### src/rtl/apb_uart_master.sv
// APB requester fed by a small command FIFO: queued {write, addr, wdata} commands are
// issued as SETUP/ACCESS transfers, each finishing with a one-cycle response or a timeout abort.
module apb_uart_master #(
    parameter int unsigned FIFO_DEPTH = 4,
    parameter int unsigned TIMEOUT    = 255
) (
    input  logic        PCLK,
    input  logic        PRESET,
    input  logic        cmd_valid,
    output logic        cmd_ready,
    input  logic        cmd_write,
    input  logic [31:0] cmd_addr,
    input  logic [31:0] cmd_wdata,
    output logic        rsp_valid,
    output logic        rsp_write,
    output logic [31:0] rsp_rdata,
    output logic        rsp_err,
    output logic        busy,
    output logic [31:0] PADDR,
    output logic        PSEL,
    output logic        PENABLE,
    output logic        PWR,
    output logic [31:0] PWDATA,
    input  logic        PREADY,
    input  logic [31:0] PRDATA
);

    localparam int unsigned AW = $clog2(FIFO_DEPTH);
    localparam int unsigned TW = $clog2(TIMEOUT + 1);
    localparam logic [AW:0]   FULL_CNT = FIFO_DEPTH[AW:0];
    localparam logic [TW-1:0] TMO_LAST = TW'(TIMEOUT - 1);

    typedef enum logic [1:0] {IDLE, SETUP, ACCESS} state_t;

    state_t        state;
    logic [64:0]   mem [FIFO_DEPTH];
    logic [64:0]   head;
    logic [AW-1:0] wr_ptr;
    logic [AW-1:0] rd_ptr;
    logic [AW:0]   count;
    logic [TW-1:0] tcnt;
    logic          push;
    logic          pop;
    logic          done;
    logic          tmo;

    assign cmd_ready = (count < FULL_CNT);
    assign push      = cmd_valid && cmd_ready;
    assign done      = (state == ACCESS) && PREADY;
    assign tmo       = (state == ACCESS) && !PREADY && (tcnt == TMO_LAST);
    // The FIFO is drained either from IDLE or straight out of a finishing ACCESS.
    assign pop       = (count != '0) && ((state == IDLE) || done || tmo);
    assign busy      = (state != IDLE) || (count != '0);
    assign head      = mem[rd_ptr];

    always_ff @(posedge PCLK) begin
        if (push) begin
            mem[wr_ptr] <= {cmd_write, cmd_addr, cmd_wdata};
        end
    end

    always_ff @(posedge PCLK or negedge PRESET) begin
        if (!PRESET) begin
            wr_ptr <= '0;
            rd_ptr <= '0;
            count  <= '0;
        end else begin
            if (push) wr_ptr <= wr_ptr + AW'(1);
            if (pop)  rd_ptr <= rd_ptr + AW'(1);
            case ({push, pop})
                2'b10:   count <= count + (AW + 1)'(1);
                2'b01:   count <= count - (AW + 1)'(1);
                default: ;
            endcase
        end
    end

    always_ff @(posedge PCLK or negedge PRESET) begin
        if (!PRESET) begin
            state     <= IDLE;
            tcnt      <= '0;
            PSEL      <= 1'b0;
            PENABLE   <= 1'b0;
            PWR       <= 1'b0;
            PADDR     <= '0;
            PWDATA    <= '0;
            rsp_valid <= 1'b0;
            rsp_write <= 1'b0;
            rsp_rdata <= '0;
            rsp_err   <= 1'b0;
        end else begin
            rsp_valid <= 1'b0;
            rsp_write <= 1'b0;
            rsp_rdata <= '0;
            rsp_err   <= 1'b0;
            case (state)
                SETUP: begin
                    state   <= ACCESS;
                    PENABLE <= 1'b1;
                end
                ACCESS: begin
                    if (done || tmo) begin
                        rsp_valid <= 1'b1;
                        rsp_write <= PWR;
                        rsp_rdata <= (done && !PWR) ? PRDATA : '0;
                        rsp_err   <= tmo;
                    end else begin
                        tcnt <= tcnt + TW'(1);
                    end
                end
                default: ;
            endcase
            // Loading a new command overrides the ACCESS update; otherwise a finished transfer parks.
            if (pop) begin
                state   <= SETUP;
                tcnt    <= '0;
                PSEL    <= 1'b1;
                PENABLE <= 1'b0;
                PWR     <= head[64];
                PADDR   <= head[63:32];
                PWDATA  <= head[31:0];
            end else if (done || tmo) begin
                state   <= IDLE;
                PSEL    <= 1'b0;
                PENABLE <= 1'b0;
                PWR     <= 1'b0;
                PADDR   <= '0;
                PWDATA  <= '0;
            end
        end
    end

endmodule
### config.mk
export PLATFORM = sky130hd
export DESIGN_NAME = apb_uart_master
export DESIGN_NICKNAME = d
export VERILOG_FILES = /design/src/rtl/apb_uart_master.sv
export SDC_FILE = /design/constraint.sdc
export NUM_CORES = 1
export LEC_CHECK = 0
export CORE_ASPECT_RATIO = 2
export CORE_UTILIZATION = 51
export CTS_CLUSTER_SIZE = 8
export DETAILED_ROUTE_END_ITERATION = 7
export PLACE_DENSITY = 0.85
export SLEW_MARGIN = 20
export SYNTH_ARGS = -nofsm -noshare
export SYNTH_HDL_FRONTEND = slang
export SYNTH_SLANG_ARGS = --single-unit
### constraint.sdc
create_clock -name PCLK -period 2.95 [get_ports PCLK]
set_input_delay 0.4425 -clock PCLK [delete_from_list [all_inputs] [get_ports PCLK]]
set_output_delay 0.4425 -clock PCLK [all_outputs]
set_load 0.01 [all_outputs]
Word-level counts from Yosys, hierarchy flattened
Memory sizes are Yosys's and may differ from the RTL's.
Index checks and enable logic that the tools add are counted.
{ "totals": {"mem_bits_rw": 260, "rom_bits": 0, "ff_bits": 119, "memories": 1, "output_inout_bits": 104, "latch_bits": 0} }
{ "mem_list": {"columns": ["memory", "depth", "word_bits", "rd", "rd_clocked_by_memory_dff", "wr", "line_no", "source"], "rows": [
  ["mem", 4, 65, 1, 0, 1, "36", "logic [64:0] mem [FIFO_DEPTH];"]
]} }
{ "op_classes": {"n_div": 0, "bitwise_logic": 0, "reduce_logical": 20, "shift": 0, "mul": 0, "muxes": 27, "n_eq_ne": 6, "n_addsub": 5, "n_lt_le_gt_ge": 1} }
{ "ops": {"columns": ["op", "count"], "rows": [
  ["$mux 32", 6],
  ["$mux 8", 3],
  ["$mux 1", 14],
  ["$add 8x1->8 const B", 1],
  ["$eq 8x8->1 const B", 1],
  ["$reduce_bool 2->1", 4],
  ["$logic_and 1x1->1", 6],
  ["$mux 2", 3],
  ["$pmux 3 s2", 1],
  ["$reduce_bool 3->1", 2],
  ["$add 2x1->2 const B", 2],
  ["$eq 2x1->1 const B", 2],
  ["$eq 2x2->1 const B", 2],
  ["$logic_or 1x1->1", 4],
  ["$add 3x1->3 const B", 1],
  ["$lt 3x3->1 const B", 1],
  ["$sub 3x1->3 const B", 1],
  ["$logic_not 1->1", 2],
  ["$logic_not 2->1", 1],
  ["$ne 2x2->1 const B", 1],
  ["$reduce_and 2->1", 1]
]} }

Logic depth before layout (Yosys ltp)
{ "logic_depth": {"ltp_word": 7, "depth_mapped": 13, "ltp_nobuf": 11} }

Worst setup path before layout
No wires, ideal clock.
{ "synth_timing": {"path_kind": "input -> register", "startpoint": "input cmd_valid", "endpoint": "memory mem[2][0] (enable)", "arrival_time_ps": 2341, "setup_ps": 430, "required_ps": 2520, "stages": 3, "setup_slack_ps": 179, "n_path_buf": 1, "path_cell_list": "nor2b_1 > clkbuf_1 > and2_1"} }
{ "synth_between": {"elab_chain_cells": 3} }
{ "synth_rtl": {"columns": ["item", "line_no", "source"], "rows": [
  ["start, declared", "9", "input logic cmd_valid,"],
  ["$logic_and 1x1->1", "48", "assign push = cmd_valid && cmd_ready;"],
  ["$mux 1", "57", "if (push) begin"],
  ["$mux 1 (implied by the code)", "58", "mem[wr_ptr] <= {cmd_write, cmd_addr, cmd_wdata};"],
  ["end, declared", "36", null]
]} }
Every way passes these cells.

Final worst setup path
{ "layout_timing": {"startpoint": "register count[0]", "endpoint": "output busy"} }
{ "layout_between": {"elab_chain_cells": 2} }
{ "layout_rtl": {"columns": ["item", "line_no", "source"], "rows": [
  ["start, declared", "40", "logic [AW:0] count;"],
  ["start signal, assigned", "71", "2'b10: count <= count + (AW + 1)'(1);"],
  ["start signal, assigned", "72", "2'b01: count <= count - (AW + 1)'(1);"],
  ["$reduce_bool 3->1", "53", "assign busy = (state != IDLE) || (count != '0);"],
  ["$logic_or 1x1->1", "53", null],
  ["end, declared", "18", "output logic busy,"]
]} }
Every way passes these cells.

==> impl_metrics.json <==
{
  "status": "finished clean",
  "synth_area_per_cell_um2": 21.1,
  "finalSetupViolations": 0,
  "hold_violations": 0,
  "path_cells": "nor3_2, nand3_1, clkdlybuf4s50_1",
  "postRouteAntennaNets": 0,
  "drc": 0,
  "final_cell_mix": "edfxtp_1 (260), clkdlybuf4s50_1 (203), dfrtp_1 (116)",
  "cts_tree": "done",
  "drt-pass1-iter-count": 4,
  "fin_nets": 1012,
  "path_clk_slew_ns": 0.06,
  "layout_commonest_cell": "edfxtp_1",
  "power_per_cell_area_nw_per_um2": 718,
  "multi_input_area_um2": 2810,
  "dieArea_um2": 27900,
  "overflow": 0,
  "crit_slowest_cell": "clkdlybuf4s50_1",
  "clock-skew-final_ns": 0.0227,
  "core_um2": 26800,
  "final_core_util_pct": 66.6,
  "synth_compound_area_share_pct": 5.06,
  "rrSetupSlack_ns": 0.65,
  "cap_violations": 0,
  "critical_path_buf_inv_count": 1,
  "insertion_delay_ns": 0.56,
  "cts_resized": 0,
  "placementRows": 85,
  "netlist_instances": 658,
  "cts_buffer_depth": 3,
  "grtUsageTotal_pct": 21.0,
  "yosysWarnings": 0,
  "timing.rr.end": "PWDATA[19]",
  "avgViaCountPerCell": 5.46,
  "worstSetupStartpoint": "count[0]",
  "final-seq-area_um2": 10800,
  "numCtsBuffers": 53,
  "cp_data_required_time_ns": 2.51,
  "r2r.worst_path.cells": 7,
  "rsz0062_at_grt": "false",
  "synth_cell_type_count": 44,
  "ys_seq_area_share_pct": 77.7,
  "setup.worst_path.start_class": "register",
  "wl_per_cell_um": 21.7,
  "max_freq_mhz": 422,
  "crit_type": "reg2out",
  "worstSetupEndpointType": "primary output",
  "tightest_slew_ns": 1.03,
  "place_ws_ns": 0.478,
  "worstHoldEndpoint": "rsp_rdata[26]",
  "grt_pass1_vias": 7887,
  "nFillCells": 1749,
  "start_util_pct": 51.7,
  "cts_root_buf": "clkbuf_16",
  "layout.cells.non_filler": 1294,
  "cts.sinks": 378,
  "globalplace.congestion": 0.748,
  "crit_fanout": 5,
  "antenna_found_initial": 3,
  "port-buffer-count": 204,
  "peakVddDrop_mv": 0.741,
  "synthXorXnorAreaFrac_pct": 0.560,
  "cp.arrival_ns": 1.93,
  "period_minus_slack_ns": 2.37,
  "fin_ws_ns": 0.579,
  "hp-class": "in2reg",
  "synth_fp_nets": 767,
  "grt_pass1_wl_um": 43900,
  "die_w_um": 119,
  "hold_start": "PRDATA[26]",
  "hpwl_um": 16700,
  "placed_cells": 1195,
  "yosys_register_bits": 378,
  "synth_top_family_by_area": "multiplexers",
  "max_slew_margin_pct": 31.3,
  "syn-cell-area_um2": 13900,
  "synthSimpleGateAreaFrac_pct": 3.10,
  "p_leak_nw": 6.50,
  "drt_first_iter_violations": 392,
  "final_layout_size_suffix_gt1_share_pct": 16.4,
  "crit_family": "buffers and inverters",
  "final_max_slew_viol_count": 0,
  "drt-total-wl_um": 28000,
  "h-tree-depth": 2,
  "power_mw": 12.8,
  "r2r_start": "tcnt[0]",
  "vias": 7068,
  "die_h_um": 235,
  "io_pins": 205,
  "post-cts-setup-buffers": 0,
  "min_path_cells": 2,
  "grt_max_degree": 75,
  "tns_ns": 0,
  "synth_mux_area_share_pct": 10.6,
  "area_growth_pct": 28.9,
  "fin_crit_sh_pct": 80.4,
  "synth_adder_area_share_pct": 0.777,
  "slowest_delay_ns": 0.51
}
[registers in the layout, indices dropped and copies added, names as in the netlist, 2 cells and up]
register,cells
mem,260
PADDR,32
PWDATA,32
rsp_rdata,32
tcnt,8
count,3
rd_ptr,2
wr_ptr,2
[worst reg2reg max path: stages, from the launching register on]
cell and delay, ns:
dfrtp_1 0.41, inv_1 0.07, ha_1 0.18, nand3_1 0.15
o21ai_2 0.24, and2_4 0.19, buf_4 0.69, a22o_1 0.32
[synth_stat cells (all sizes together)]
| master | n | share of area, % |
|---|---|---|
| or3 | 1 | 0.045 |
| inv | 12 | 0.33 |
| buf | 23 | 1.6 |
| nor3b | 1 | 0.14 |
| nor2 | 6 | 0.16 |
| nor2b | 2 | 0.090 |
| o21a | 1 | 0.054 |
| o211a | 1 | 0.072 |
| clkbuf | 11 | 0.30 |
| nor4b | 1 | 0.11 |
| dfrtp | 118 | 21 |
| fa | 1 | 0.14 |
| and3 | 1 | 0.045 |
| and2 | 40 | 1.8 |
| nand4 | 2 | 0.14 |
| a311oi | 1 | 0.063 |
| nand2 | 6 | 0.18 |
| a22o | 65 | 4.1 |
| a31oi | 1 | 0.045 |
| or4 | 1 | 0.054 |
| nand3 | 4 | 0.14 |
| and4 | 1 | 0.063 |
| a21oi | 4 | 0.14 |
| mux4 | 65 | 11 |
| xor2 | 3 | 0.24 |
| mux2i | 1 | 0.072 |
| a211oi | 4 | 0.22 |
| ha | 7 | 0.63 |
| o22ai | 2 | 0.090 |
| o21ai | 2 | 0.099 |
| o31ai | 2 | 0.11 |
| nor3 | 2 | 0.11 |
| xnor2 | 5 | 0.32 |
| o211ai | 1 | 0.054 |
| edfxtp | 260 | 56 |
[power by group]
| group | switching [mW] | internal (mW) | total, mW |
|---|---|---|---|
| combinational | 0.543 | 0.392 | 0.935 |
| clock | 2.10 | 3.39 | 5.49 |
| sequential | 0.125 | 6.28 | 6.40 |
| total | 2.77 | 10.1 | 12.8 |
[metrics by stage]
stage | hold WS (ns) | instance area [um^2]
finish | 0.448 | 17900
global route | 0.447 | 17900
CTS | 0.431 | 17800
detailed placement | 0.492 | 16300
global placement | 0.487 | 16300
floorplan | 0.147 | 13900
[kinds of logic after synthesis]
| logic type | Yosys count |
|---|---|
| buffers and inverters | 46 |
| muxes | 66 |
| DFF | 378 |
| adders and majority gates | 8 |
| and+or+nand+nor | 68 |
| xor gates and xnor gates | 8 |
| AOI/OAI and AO/OA | 84 |
[routing by layer]
metal,GRT usage (%),share of wire (%),up-vias
met1,23.6,37,3614
li1,-,-,3121
met3,3.83,4.8,67
met2,37.4,54,266
met4,11.5,4.2,0
met5,0,0,-
[worst max path at each step]
stage / to / depth (start not counted)
6_report: busy / 3
2_1_floorplan: mem[2][0] / 3
3_5_place_dp: count[2] / 10
5_1_grt: PWDATA[19] / 7
4_1_cts: busy / 3
3_3_place_gp: count[2] / 10
[repair_timing]
| item | CTS | global route |
|---|---|---|
| hold endpoints to repair | 68 | 0 |
| endpoints found under the setup margin | 0 | 0 |
| hold buffers | 1 | 0 |
[layout make-up]
type	count	share of cell area (%)
clock inverters	2	0.140
flip-flops and latches	378	60.3
inverters	12	0.252
diodes	3	0.0420
multi-input cells	234	15.7
clock buffers	93	8.39
well taps	348	2.44
repair buffers	224	12.7
No activity file was read; power rests on OpenSTA's default activity.
